===== config.mk =====
export PLATFORM = sky130hd
export DESIGN_NAME = tabla_axi_ctrl_slave_flat
export DESIGN_NICKNAME = d
export VERILOG_FILES = /design/src/rtl/tabla_axi_ctrl_slave_pkg.sv /design/src/rtl/tabla_axi_ctrl_slave_if.sv /design/src/rtl/tabla_axi_ctrl_slave.sv /design/src/flat_wrapper.sv
export SDC_FILE = /design/constraint.sdc
export NUM_CORES = 1
export LEC_CHECK = 0
export ABC_AREA = 1
export CAP_MARGIN = 10
export CORE_AREA = 2 2 104 106
export DETAILED_ROUTE_END_ITERATION = 8
export DIE_AREA = 0 0 106 108
export DONT_BUFFER_PORTS = 1
export HOLD_SLACK_MARGIN = 0.05
export PLACE_DENSITY = 0.71
export SLEW_MARGIN = 20
export SYNTH_ARGS = -nofsm -noshare
export SYNTH_HDL_FRONTEND = slang
export SYNTH_SLANG_ARGS = --single-unit
export TNS_END_PERCENT = 1

===== constraint.sdc =====
create_clock -name S_AXI_ACLK -period 4.16 [get_ports S_AXI_ACLK]
set_input_delay 0.624 -clock S_AXI_ACLK [delete_from_list [all_inputs] [get_ports S_AXI_ACLK]]
set_output_delay 0.624 -clock S_AXI_ACLK [all_outputs]
set_load 0.1 [all_outputs]

===== src/rtl/tabla_axi_ctrl_slave_pkg.sv =====
// Shared definitions for the Tabla AXI4-Lite control slave: register map,
// identification constant and response codes.
package tabla_axi_pkg;

  typedef enum logic [3:0] {
    REG_CTRL         = 4'd0,
    REG_TX_DONE      = 4'd1,
    REG_RD_DONE      = 4'd2,
    REG_WR_DONE      = 4'd3,
    REG_TOTAL_CYCLES = 4'd4,
    REG_RD_CYCLES    = 4'd5,
    REG_PR_CYCLES    = 4'd6,
    REG_WR_CYCLES    = 4'd7,
    REG_PROC_DONE    = 4'd8,
    REG_ID           = 4'd15
  } reg_idx_e;

  localparam logic [31:0] TABLA_ID  = 32'h7AB1_A001;
  localparam logic [1:0]  RESP_OKAY = 2'b00;

endpackage


===== src/rtl/tabla_axi_ctrl_slave_if.sv =====
// AXI4-Lite bundle between the host master and the Tabla control slave.
interface tabla_axi_ctrl_slave_if #(
  parameter int ADDR_W = 6,
  parameter int DATA_W = 32
);
  logic [ADDR_W-1:0]   S_AXI_AWADDR;
  logic [2:0]          S_AXI_AWPROT;
  logic                S_AXI_AWVALID;
  logic                S_AXI_AWREADY;
  logic [DATA_W-1:0]   S_AXI_WDATA;
  logic [DATA_W/8-1:0] S_AXI_WSTRB;
  logic                S_AXI_WVALID;
  logic                S_AXI_WREADY;
  logic [1:0]          S_AXI_BRESP;
  logic                S_AXI_BVALID;
  logic                S_AXI_BREADY;
  logic [ADDR_W-1:0]   S_AXI_ARADDR;
  logic [2:0]          S_AXI_ARPROT;
  logic                S_AXI_ARVALID;
  logic                S_AXI_ARREADY;
  logic [DATA_W-1:0]   S_AXI_RDATA;
  logic [1:0]          S_AXI_RRESP;
  logic                S_AXI_RVALID;
  logic                S_AXI_RREADY;

  modport master (
    output S_AXI_AWADDR, S_AXI_AWPROT, S_AXI_AWVALID, input S_AXI_AWREADY,
    output S_AXI_WDATA, S_AXI_WSTRB, S_AXI_WVALID, input S_AXI_WREADY,
    input S_AXI_BRESP, S_AXI_BVALID, output S_AXI_BREADY,
    output S_AXI_ARADDR, S_AXI_ARPROT, S_AXI_ARVALID, input S_AXI_ARREADY,
    input S_AXI_RDATA, S_AXI_RRESP, S_AXI_RVALID, output S_AXI_RREADY
  );

  modport slave (
    input S_AXI_AWADDR, S_AXI_AWPROT, S_AXI_AWVALID, output S_AXI_AWREADY,
    input S_AXI_WDATA, S_AXI_WSTRB, S_AXI_WVALID, output S_AXI_WREADY,
    output S_AXI_BRESP, S_AXI_BVALID, input S_AXI_BREADY,
    input S_AXI_ARADDR, S_AXI_ARPROT, S_AXI_ARVALID, output S_AXI_ARREADY,
    output S_AXI_RDATA, S_AXI_RRESP, S_AXI_RVALID, input S_AXI_RREADY
  );
endinterface


===== src/rtl/tabla_axi_ctrl_slave.sv =====
// AXI4-Lite register block: host-writable CTRL with start pulse, read-only
// status flags, performance counters and an ID word.
module tabla_axi_ctrl_slave
  import tabla_axi_pkg::*;
#(
  parameter int AXIS_DATA_WIDTH = 32,
  parameter int AXIS_ADDR_WIDTH = 6,
  parameter int PERF_CNTR_WIDTH = 32
) (
  input  logic                       S_AXI_ACLK,
  input  logic                       S_AXI_ARESET,
  tabla_axi_ctrl_slave_if.slave      s_axi,
  output logic                       tx_req,
  output logic [AXIS_DATA_WIDTH-1:0] ctrl_reg,
  input  logic                       tx_done,
  input  logic                       rd_done,
  input  logic                       wr_done,
  input  logic                       processing_done,
  input  logic [PERF_CNTR_WIDTH-1:0] total_cycles,
  input  logic [PERF_CNTR_WIDTH-1:0] rd_cycles,
  input  logic [PERF_CNTR_WIDTH-1:0] pr_cycles,
  input  logic [PERF_CNTR_WIDTH-1:0] wr_cycles
);

  localparam int IDX_W  = AXIS_ADDR_WIDTH - 2;
  localparam int STRB_W = AXIS_DATA_WIDTH / 8;

  logic                       rst_hold_q;
  logic                       aw_full_q;
  logic [IDX_W-1:0]           aw_idx_q;
  logic                       w_full_q;
  logic [AXIS_DATA_WIDTH-1:0] w_data_q;
  logic [STRB_W-1:0]          w_strb_q;
  logic                       bvalid_q;
  logic [AXIS_DATA_WIDTH-1:0] ctrl_q, ctrl_d;
  logic                       tx_req_q, tx_req_d;
  logic                       rvalid_q;
  logic [AXIS_DATA_WIDTH-1:0] rdata_q, rd_mux;

  logic             awready, wready, arready;
  logic             aw_hs, w_hs, ar_hs, wr_exec, ctrl_wr;
  logic [IDX_W-1:0] ar_idx;
  logic             unused_bits;

  // Keeps all READYs low through reset and the first edge after release.
  always_ff @(posedge S_AXI_ACLK or posedge S_AXI_ARESET) begin
    if (S_AXI_ARESET) rst_hold_q <= 1'b1;
    else              rst_hold_q <= 1'b0;
  end

  assign awready = ~aw_full_q & ~bvalid_q & ~rst_hold_q;
  assign wready  = ~w_full_q & ~bvalid_q & ~rst_hold_q;
  assign arready = ~rvalid_q & ~rst_hold_q;

  assign aw_hs   = s_axi.S_AXI_AWVALID & awready;
  assign w_hs    = s_axi.S_AXI_WVALID & wready;
  assign ar_hs   = s_axi.S_AXI_ARVALID & arready;
  assign wr_exec = aw_full_q & w_full_q & ~bvalid_q;
  assign ctrl_wr = wr_exec & (aw_idx_q == IDX_W'(REG_CTRL));
  assign ar_idx  = s_axi.S_AXI_ARADDR[AXIS_ADDR_WIDTH-1:2];

  always_comb begin
    ctrl_d = ctrl_q;
    for (int unsigned b = 0; b < STRB_W; b++) begin
      if (w_strb_q[b]) ctrl_d[8*b +: 8] = w_data_q[8*b +: 8];
    end
    tx_req_d = ctrl_wr & w_strb_q[0] & w_data_q[0];
  end

  // Write channel: AW and W park independently; the write fires once both
  // are parked and no response is outstanding.
  always_ff @(posedge S_AXI_ACLK or posedge S_AXI_ARESET) begin
    if (S_AXI_ARESET) begin
      aw_full_q <= 1'b0;
      aw_idx_q  <= '0;
      w_full_q  <= 1'b0;
      w_data_q  <= '0;
      w_strb_q  <= '0;
      bvalid_q  <= 1'b0;
      ctrl_q    <= '0;
      tx_req_q  <= 1'b0;
    end else begin
      tx_req_q <= tx_req_d;
      if (ctrl_wr) ctrl_q <= ctrl_d;
      if (wr_exec) begin
        aw_full_q <= 1'b0;
        w_full_q  <= 1'b0;
        bvalid_q  <= 1'b1;
      end else begin
        if (aw_hs) begin
          aw_full_q <= 1'b1;
          aw_idx_q  <= s_axi.S_AXI_AWADDR[AXIS_ADDR_WIDTH-1:2];
        end
        if (w_hs) begin
          w_full_q <= 1'b1;
          w_data_q <= s_axi.S_AXI_WDATA;
          w_strb_q <= s_axi.S_AXI_WSTRB;
        end
        if (bvalid_q & s_axi.S_AXI_BREADY) bvalid_q <= 1'b0;
      end
    end
  end

  always_comb begin
    rd_mux = '0;
    case (ar_idx)
      IDX_W'(REG_CTRL):         rd_mux = ctrl_q;
      IDX_W'(REG_TX_DONE):      rd_mux[0] = tx_done;
      IDX_W'(REG_RD_DONE):      rd_mux[0] = rd_done;
      IDX_W'(REG_WR_DONE):      rd_mux[0] = wr_done;
      IDX_W'(REG_TOTAL_CYCLES): rd_mux[PERF_CNTR_WIDTH-1:0] = total_cycles;
      IDX_W'(REG_RD_CYCLES):    rd_mux[PERF_CNTR_WIDTH-1:0] = rd_cycles;
      IDX_W'(REG_PR_CYCLES):    rd_mux[PERF_CNTR_WIDTH-1:0] = pr_cycles;
      IDX_W'(REG_WR_CYCLES):    rd_mux[PERF_CNTR_WIDTH-1:0] = wr_cycles;
      IDX_W'(REG_PROC_DONE):    rd_mux[0] = processing_done;
      IDX_W'(REG_ID):           rd_mux = TABLA_ID;
      default:                  rd_mux = '0;
    endcase
  end

  // Read channel: data is snapshotted at the AR handshake and held until taken.
  always_ff @(posedge S_AXI_ACLK or posedge S_AXI_ARESET) begin
    if (S_AXI_ARESET) begin
      rvalid_q <= 1'b0;
      rdata_q  <= '0;
    end else if (ar_hs) begin
      rvalid_q <= 1'b1;
      rdata_q  <= rd_mux;
    end else if (rvalid_q & s_axi.S_AXI_RREADY) begin
      rvalid_q <= 1'b0;
    end
  end

  assign s_axi.S_AXI_AWREADY = awready;
  assign s_axi.S_AXI_WREADY  = wready;
  assign s_axi.S_AXI_BVALID  = bvalid_q;
  assign s_axi.S_AXI_BRESP   = RESP_OKAY;
  assign s_axi.S_AXI_ARREADY = arready;
  assign s_axi.S_AXI_RVALID  = rvalid_q;
  assign s_axi.S_AXI_RDATA   = rdata_q;
  assign s_axi.S_AXI_RRESP   = RESP_OKAY;
  assign tx_req              = tx_req_q;
  assign ctrl_reg            = ctrl_q;

  assign unused_bits = ^{s_axi.S_AXI_AWPROT, s_axi.S_AXI_ARPROT,
                         s_axi.S_AXI_AWADDR[1:0], s_axi.S_AXI_ARADDR[1:0]};

endmodule


===== src/flat_wrapper.sv =====
// flat-port wrapper written by rule: the top's interface ports become plain ports
module tabla_axi_ctrl_slave_flat import tabla_axi_pkg::*;
#(
  parameter int AXIS_DATA_WIDTH = 32,
  parameter int AXIS_ADDR_WIDTH = 6,
  parameter int PERF_CNTR_WIDTH = 32
)
  (S_AXI_ACLK, S_AXI_ARESET, tx_req, ctrl_reg, tx_done, rd_done, wr_done, processing_done, total_cycles, rd_cycles, pr_cycles, wr_cycles, s_axi_S_AXI_AWADDR, s_axi_S_AXI_AWPROT, s_axi_S_AXI_AWVALID, s_axi_S_AXI_AWREADY, s_axi_S_AXI_WDATA, s_axi_S_AXI_WSTRB, s_axi_S_AXI_WVALID, s_axi_S_AXI_WREADY, s_axi_S_AXI_BRESP, s_axi_S_AXI_BVALID, s_axi_S_AXI_BREADY, s_axi_S_AXI_ARADDR, s_axi_S_AXI_ARPROT, s_axi_S_AXI_ARVALID, s_axi_S_AXI_ARREADY, s_axi_S_AXI_RDATA, s_axi_S_AXI_RRESP, s_axi_S_AXI_RVALID, s_axi_S_AXI_RREADY);
  tabla_axi_ctrl_slave_if #(.ADDR_W(6), .DATA_W(32)) s_axi_i ();
  input  logic S_AXI_ACLK;
  input  logic S_AXI_ARESET;
  output logic tx_req;
  output logic [AXIS_DATA_WIDTH-1:0] ctrl_reg;
  input  logic tx_done;
  input  logic rd_done;
  input  logic wr_done;
  input  logic processing_done;
  input  logic [PERF_CNTR_WIDTH-1:0] total_cycles;
  input  logic [PERF_CNTR_WIDTH-1:0] rd_cycles;
  input  logic [PERF_CNTR_WIDTH-1:0] pr_cycles;
  input  logic [PERF_CNTR_WIDTH-1:0] wr_cycles;
  input wire logic [$bits(s_axi_i.S_AXI_AWADDR)-1:0] s_axi_S_AXI_AWADDR;
  input wire logic [$bits(s_axi_i.S_AXI_AWPROT)-1:0] s_axi_S_AXI_AWPROT;
  input wire logic [$bits(s_axi_i.S_AXI_AWVALID)-1:0] s_axi_S_AXI_AWVALID;
  output wire logic [$bits(s_axi_i.S_AXI_AWREADY)-1:0] s_axi_S_AXI_AWREADY;
  input wire logic [$bits(s_axi_i.S_AXI_WDATA)-1:0] s_axi_S_AXI_WDATA;
  input wire logic [$bits(s_axi_i.S_AXI_WSTRB)-1:0] s_axi_S_AXI_WSTRB;
  input wire logic [$bits(s_axi_i.S_AXI_WVALID)-1:0] s_axi_S_AXI_WVALID;
  output wire logic [$bits(s_axi_i.S_AXI_WREADY)-1:0] s_axi_S_AXI_WREADY;
  output wire logic [$bits(s_axi_i.S_AXI_BRESP)-1:0] s_axi_S_AXI_BRESP;
  output wire logic [$bits(s_axi_i.S_AXI_BVALID)-1:0] s_axi_S_AXI_BVALID;
  input wire logic [$bits(s_axi_i.S_AXI_BREADY)-1:0] s_axi_S_AXI_BREADY;
  input wire logic [$bits(s_axi_i.S_AXI_ARADDR)-1:0] s_axi_S_AXI_ARADDR;
  input wire logic [$bits(s_axi_i.S_AXI_ARPROT)-1:0] s_axi_S_AXI_ARPROT;
  input wire logic [$bits(s_axi_i.S_AXI_ARVALID)-1:0] s_axi_S_AXI_ARVALID;
  output wire logic [$bits(s_axi_i.S_AXI_ARREADY)-1:0] s_axi_S_AXI_ARREADY;
  output wire logic [$bits(s_axi_i.S_AXI_RDATA)-1:0] s_axi_S_AXI_RDATA;
  output wire logic [$bits(s_axi_i.S_AXI_RRESP)-1:0] s_axi_S_AXI_RRESP;
  output wire logic [$bits(s_axi_i.S_AXI_RVALID)-1:0] s_axi_S_AXI_RVALID;
  input wire logic [$bits(s_axi_i.S_AXI_RREADY)-1:0] s_axi_S_AXI_RREADY;
  assign s_axi_i.S_AXI_AWADDR = s_axi_S_AXI_AWADDR;
  assign s_axi_i.S_AXI_AWPROT = s_axi_S_AXI_AWPROT;
  assign s_axi_i.S_AXI_AWVALID = s_axi_S_AXI_AWVALID;
  assign s_axi_S_AXI_AWREADY = s_axi_i.S_AXI_AWREADY;
  assign s_axi_i.S_AXI_WDATA = s_axi_S_AXI_WDATA;
  assign s_axi_i.S_AXI_WSTRB = s_axi_S_AXI_WSTRB;
  assign s_axi_i.S_AXI_WVALID = s_axi_S_AXI_WVALID;
  assign s_axi_S_AXI_WREADY = s_axi_i.S_AXI_WREADY;
  assign s_axi_S_AXI_BRESP = s_axi_i.S_AXI_BRESP;
  assign s_axi_S_AXI_BVALID = s_axi_i.S_AXI_BVALID;
  assign s_axi_i.S_AXI_BREADY = s_axi_S_AXI_BREADY;
  assign s_axi_i.S_AXI_ARADDR = s_axi_S_AXI_ARADDR;
  assign s_axi_i.S_AXI_ARPROT = s_axi_S_AXI_ARPROT;
  assign s_axi_i.S_AXI_ARVALID = s_axi_S_AXI_ARVALID;
  assign s_axi_S_AXI_ARREADY = s_axi_i.S_AXI_ARREADY;
  assign s_axi_S_AXI_RDATA = s_axi_i.S_AXI_RDATA;
  assign s_axi_S_AXI_RRESP = s_axi_i.S_AXI_RRESP;
  assign s_axi_S_AXI_RVALID = s_axi_i.S_AXI_RVALID;
  assign s_axi_i.S_AXI_RREADY = s_axi_S_AXI_RREADY;
  tabla_axi_ctrl_slave #(.AXIS_DATA_WIDTH(AXIS_DATA_WIDTH), .AXIS_ADDR_WIDTH(AXIS_ADDR_WIDTH), .PERF_CNTR_WIDTH(PERF_CNTR_WIDTH)) u_core (.S_AXI_ACLK(S_AXI_ACLK), .S_AXI_ARESET(S_AXI_ARESET), .s_axi(s_axi_i), .tx_req(tx_req), .ctrl_reg(ctrl_reg), .tx_done(tx_done), .rd_done(rd_done), .wr_done(wr_done), .processing_done(processing_done), .total_cycles(total_cycles), .rd_cycles(rd_cycles), .pr_cycles(pr_cycles), .wr_cycles(wr_cycles));
endmodule

### Word level (Yosys, flattened, before mapping)

Index checks and enable logic that the tools add are counted.

* equality and inequality tests: 9
* multiplexer cells: 10
* bitwise logic cells: 21
* reductions and logical operators: 12

Operators by type and width (number)
* $pmux 31 s6: 1
* $eq 4x3->1 const B: 4
* $and 1x1->1: 15
* $reduce_and 2->1: 6
* $pmux 1 s10: 1
* $eq 4x2->1 const B: 2
* $eq 4x4->1 const B: 2
* $logic_not 4->1: 2
* $mux 1: 8
* $reduce_bool 2->1: 4
* $not 1->1: 6
* $eq 4x1->1 const B: 1

* bits in registers: 110
* bits of input ports: 193
* output and inout bits: 74
* word-level logic and storage cells: 66

### Depth between registers and ports, before layout

* depth after elaboration: 6
* depth in mapped cells: 11
* depth with buffers taken out: 10

### Least setup slack after synthesis

No wires, ideal clock.

* path type: register to register
* from: register u_core.bvalid_q, in the netlist u_core.s_axi.S_AXI_BVALID
* to: register u_core.aw_idx_q[0]
* setup time: 0.128 ns
* data arrival time: 3.962 ns
* data required time: 4.032 ns
* setup slack: 0.069 ns
* stages on the path, launching flop included: 4
* path buffers: 0
* period minus slack after synthesis: 4.091 ns
* cell sequence: dfrtp_1 -> nor3_1 -> nand2_1 -> mux2_1

* longest elaborated chain between the ends: 5
* elaborated cells between the ends (all ways): 7
* those cells by class: bitwise: 6; reduce/logical: 1

RTL lines
* start, declared: RTL line tabla_axi_ctrl_slave.sv:34 `logic bvalid_q;`
* start signal, assigned: RTL line tabla_axi_ctrl_slave.sv:79 `bvalid_q <= 1'b0;`
* start signal, assigned: RTL line tabla_axi_ctrl_slave.sv:88 `bvalid_q <= 1'b1;`
* start signal, assigned: RTL line tabla_axi_ctrl_slave.sv:99 `if (bvalid_q & s_axi.S_AXI_BREADY) bvalid_q <= 1'b0;`
* $not 1->1: RTL line tabla_axi_ctrl_slave.sv:51 `assign awready = ~aw_full_q & ~bvalid_q & ~rst_hold_q;`
* $and 1x1->1 (2 in a row): RTL line tabla_axi_ctrl_slave.sv:51
* via s_axi_S_AXI_AWREADY: RTL line flat_wrapper.sv:25 `output wire logic [$bits(s_axi_i.S_AXI_AWREADY)-1:0] s_axi_S_AXI_AWREADY;`
* $and 1x1->1: RTL line tabla_axi_ctrl_slave.sv:55 `assign aw_hs = s_axi.S_AXI_AWVALID & awready;`
* $reduce_and 2->1 (no line)
* end signal, assigned: RTL line tabla_axi_ctrl_slave.sv:92 `aw_idx_q <= s_axi.S_AXI_AWADDR[AXIS_ADDR_WIDTH-1:2];`
* end, declared: RTL line tabla_axi_ctrl_slave.sv:30 `logic [IDX_W-1:0] aw_idx_q;`

The timed path passes the listed nets, and every way through them passes these cells.
A chain may end at the register's enable or synchronous reset.

### Worst setup path in the final report

* from: register u_core.bvalid_q, in the netlist u_core.s_axi.S_AXI_BVALID
* to: register u_core.w_data_q[22]

* longest elaborated chain between the ends: 5
* elaborated cells between the ends (all ways): 7
* those cells by class: bitwise: 6; reduce/logical: 1

RTL lines
* $not 1->1: RTL line tabla_axi_ctrl_slave.sv:52 `assign wready = ~w_full_q & ~bvalid_q & ~rst_hold_q;`
* $and 1x1->1 (2 in a row): RTL line tabla_axi_ctrl_slave.sv:52
* via s_axi_S_AXI_WREADY: RTL line flat_wrapper.sv:29 `output wire logic [$bits(s_axi_i.S_AXI_WREADY)-1:0] s_axi_S_AXI_WREADY;`
* $and 1x1->1: RTL line tabla_axi_ctrl_slave.sv:56 `assign w_hs = s_axi.S_AXI_WVALID & wready;`
* $reduce_and 2->1 (no line)
* end signal, assigned: RTL line tabla_axi_ctrl_slave.sv:96 `w_data_q <= s_axi.S_AXI_WDATA;`
* end, declared: RTL line tabla_axi_ctrl_slave.sv:32 `logic [AXIS_DATA_WIDTH-1:0] w_data_q;`

The timed path passes the listed nets, and every way through them passes these cells.

==> impl_metrics.env <==
export IMPL_outcome="complete, no violations"
export IMPL_cp_num_buf_inv=2
export IMPL_netlist_instances=738
export IMPL_grt_max_degree=47
export IMPL_wl_met3_um=1480
export IMPL_die_x_um=106
export IMPL_setup_tns_ns=0
export IMPL_antenna_found_initial=1
export IMPL_wl_met2_um=7930
export IMPL_yosysWarnings=0
export IMPL_stdcell_area_sq_mm=0.00595
export IMPL_ctsHtreeMaxLevel=3
export IMPL_crit_chain="nor3_4 -> buf_4 -> nand2_2 -> buf_4 -> nor2_1 -> a21oi_1"
export IMPL_power_total_w=0.00481
export IMPL_io_pins=267
export IMPL_ys_seq_area_share_pct=48.4
export IMPL_worstSetupPathType="flip-flop to flip-flop"
export IMPL_routed_top_layer="met5"
export IMPL_skew_ns=0.00946
export IMPL_critPathMaxStageDelay_ns=0.82
export IMPL_grt_pass1_vias=4757
export IMPL_grt_pass1_wl_um=24400
export IMPL_r2r_start="u_core.s_axi.S_AXI_BVALID"
export IMPL_ys_ff_latch=110
export IMPL_max_clock_freq_ghz=0.356
export IMPL_cts_root_buffer="clkbuf_8"
export IMPL_synthFlopType="dfrtp_1"
export IMPL_gp_congestion=0.877
export IMPL_io_buffer_count=0
export IMPL_cp_arrival_ns=3.07
export IMPL_ys_types=30
export IMPL_clk_pin_slew_ns=0.10
export IMPL_synth_top_cell_area_share_pct=47.9
export IMPL_synth_edf_count=0
export IMPL_synthToLayoutAreaGrowth_pct=4.66
export IMPL_worst_r2r_setup_slack_ns=1.35
export IMPL_clk_path_buf_depth=2
export IMPL_power_switching_w=0.00281
export IMPL_vias_per_cell=5.54
export IMPL_post_cts_buffers=0
export IMPL_nets=918
export IMPL_seqCellArea_sq_mm=0.00275
export IMPL_setup_violations=0
export IMPL_initial_core_util_pct=55.6
export IMPL_routedWlPerCell_um=18.4
export IMPL_power_leakage_nw=3.19
export IMPL_yosys_area_top_type="dfrtp_1"
export IMPL_cts_hold_buf=0
export IMPL_clockPowerShare_pct=12.6
export IMPL_worstSkewPairLatency_ns=0.37
export IMPL_rows=37
export IMPL_worst_path_max_fanout=46
export IMPL_multi_input_area_sq_mm=0.00252
export IMPL_r2r_end="u_core.w_data_q[22]"
export IMPL_grt_setup_unrepaired="no"
export IMPL_die_h_um=108
export IMPL_required_ns=4.42
export IMPL_grt_overflow=0
export IMPL_critPathLaunchType="flip-flop"
export IMPL_tightest_slew_ns=1.12
export IMPL_critical_path_top_delay_family="simple AND/OR/NAND/NOR gates"
export IMPL_intPower_w=0.00200
export IMPL_drive_gt1_share_pct=12.1
export IMPL_cellPowerDensity_mw_per_mm2=807
export IMPL_cpMostUsedCell="buf_4"
export IMPL_cts_sink_count=110
export IMPL_vias=4796
export IMPL_cts_inserted_buffers=9
export IMPL_dpl_hpwl_um=11700
export IMPL_hold_violations=0
export IMPL_fillers=962
export IMPL_endpoint_kind="flip-flop"
export IMPL_slew_viol_final=0
export IMPL_core_area_sq_mm=0.0102
export IMPL_setup_ws_ns=1.35
export IMPL_wl_met1_um=6100
export IMPL_finalCritPeriodShare_pct=67.5
export IMPL_r2r_cells=6
export IMPL_ys_async_sr_fraction_pct=100
export IMPL_hold_path_class="input port to async pin"
export IMPL_maxCapViolations=0
export IMPL_vdd_drop_max_v=0.000551
export IMPL_antenna_left=0
export IMPL_n_antenna_cell=0
export IMPL_critPathSlowestCell="dfrtp_1"
export IMPL_syn_avg_cell_area_sq_um=7.71
export IMPL_grt_usage_pct=28.1
export IMPL_fin_crit_ns=2.81
export IMPL_combinationalPowerShare_pct=18.2
export IMPL_drc=0
export IMPL_maxSlewHeadroom_pct=25.3
export IMPL_dpl_cell_area_sq_mm=0.00578
export IMPL_first_pass_iters=5
export IMPL_cts_resized=0
export IMPL_drt_wl_total_um=15900
export IMPL_tritoncts="done"
export IMPL_dp_slack_ns=1.37
export IMPL_mappedNetlistArea_sq_mm=0.00569
export IMPL_drt_iter0_drc=333
export IMPL_netlist_top_cells_area="dfrtp_1 48%, nand2_1 18%, nor2_1 5.7%, a21oi_1 4.9%, o21ai_2 4.9%"
export IMPL_netSwitchingFraction_pct=58.4
export IMPL_dieArea_sq_mm=0.0114
export IMPL_seqPwrFrac_pct=69.2
## power groups by stage
| stage | logic [W] | registers (W) | clock network (W) |
|---|---|---|---|
| floorplan | 0.000744 | 0.00322 | 0 |
| global placement | 0.000837 | 0.00333 | 0 |
| detailed placement | 0.000884 | 0.00335 | 0 |
| CTS | 0.000885 | 0.00333 | 0.000617 |
| global route | 0.000993 | 0.00337 | 0.000660 |
| finish | 0.000873 | 0.00333 | 0.000606 |
## worst max-delay path by stage
| stage | start | end | depth (start not counted) |
|---|---|---|---|
| global route | u_core.s_axi.S_AXI_BVALID | u_core.w_data_q[18] | 6 |
| finish | u_core.s_axi.S_AXI_BVALID | u_core.w_data_q[22] | 6 |
| detailed placement | u_core.s_axi.S_AXI_BVALID | u_core.w_data_q[22] | 6 |
| global placement | u_core.s_axi.S_AXI_BVALID | u_core.w_data_q[26] | 6 |
| CTS | u_core.s_axi.S_AXI_BVALID | u_core.w_data_q[22] | 6 |
| floorplan | u_core.s_axi.S_AXI_BVALID | u_core.aw_idx_q[0] | 3 |
## cells in the mapped netlist, types with 2 or more instances
master / count
nand3_1: 40
nor2_4: 2
o21ai_2: 32
dfrtp_1: 109
buf_4: 7
buf_6: 5
clkbuf_1: 7
o21ai_1: 2
o21bai_1: 6
nor2_2: 2
buf_1: 2
nand2_1: 279
mux2_2: 2
inv_1: 54
a21oi_1: 56
buf_2: 17
nand2_2: 3
inv_2: 8
mux2_1: 6
nor2_1: 86
nand4_4: 4
## placed cells by master, fill, tap and decap left out, types with 2 or more instances in the layout
| cell | instances |
|---|---|
| dfrtp_1 | 109 |
| inv_1 | 53 |
| nand4_4 | 4 |
| o21bai_1 | 6 |
| nand3_1 | 40 |
| buf_4 | 9 |
| a21oi_1 | 56 |
| nor2_4 | 3 |
| o21ai_2 | 32 |
| nor3_4 | 2 |
| o21ai_1 | 2 |
| nand2_2 | 4 |
| nor2_2 | 5 |
| nor2_1 | 82 |
| conb_1 | 5 |
| mux2_1 | 6 |
| inv_2 | 8 |
| mux2_2 | 2 |
| clkbuf_8 | 11 |
| clkbuf_1 | 3 |
| nand2_1 | 278 |
## layer usage
layer,GRT usage (%),vias to the layer above
li1,-,2263
met1,32.8,2254
met2,48.5,243
met3,8.08,34
met4,12.3,2
met5,0,-
## kinds of logic after synthesis
family	Yosys count	synth area share (%)
AND/OR/NAND/NOR	422	30.9
flip-flops	110	48.4
buffers and inverters	100	8.09
AO/OA/AOI/OAI	97	10.9
multiplexers	8	1.58
other	1	0.0659
## metrics by stage
step                      std cells  hold WS, ns  utilization (%)
final                           866        0.115             58.2
after global routing            866        0.146             58.2
after CTS                       866        0.123             58.2
after detailed placement        850        0.505             56.5
after global placement          850        0.497             56.5
after floorplan                 742        0.483                -
## layout make-up
class,instances,area share (%)
repair buffers,10,1.55
clock inverters,2,0.273
well taps,136,2.86
clock buffers,14,2.73
flip-flops and latches,110,46.2
multi-input cells,532,42.4
inverters,62,3.95
Power figures use the tool's default switching activity.
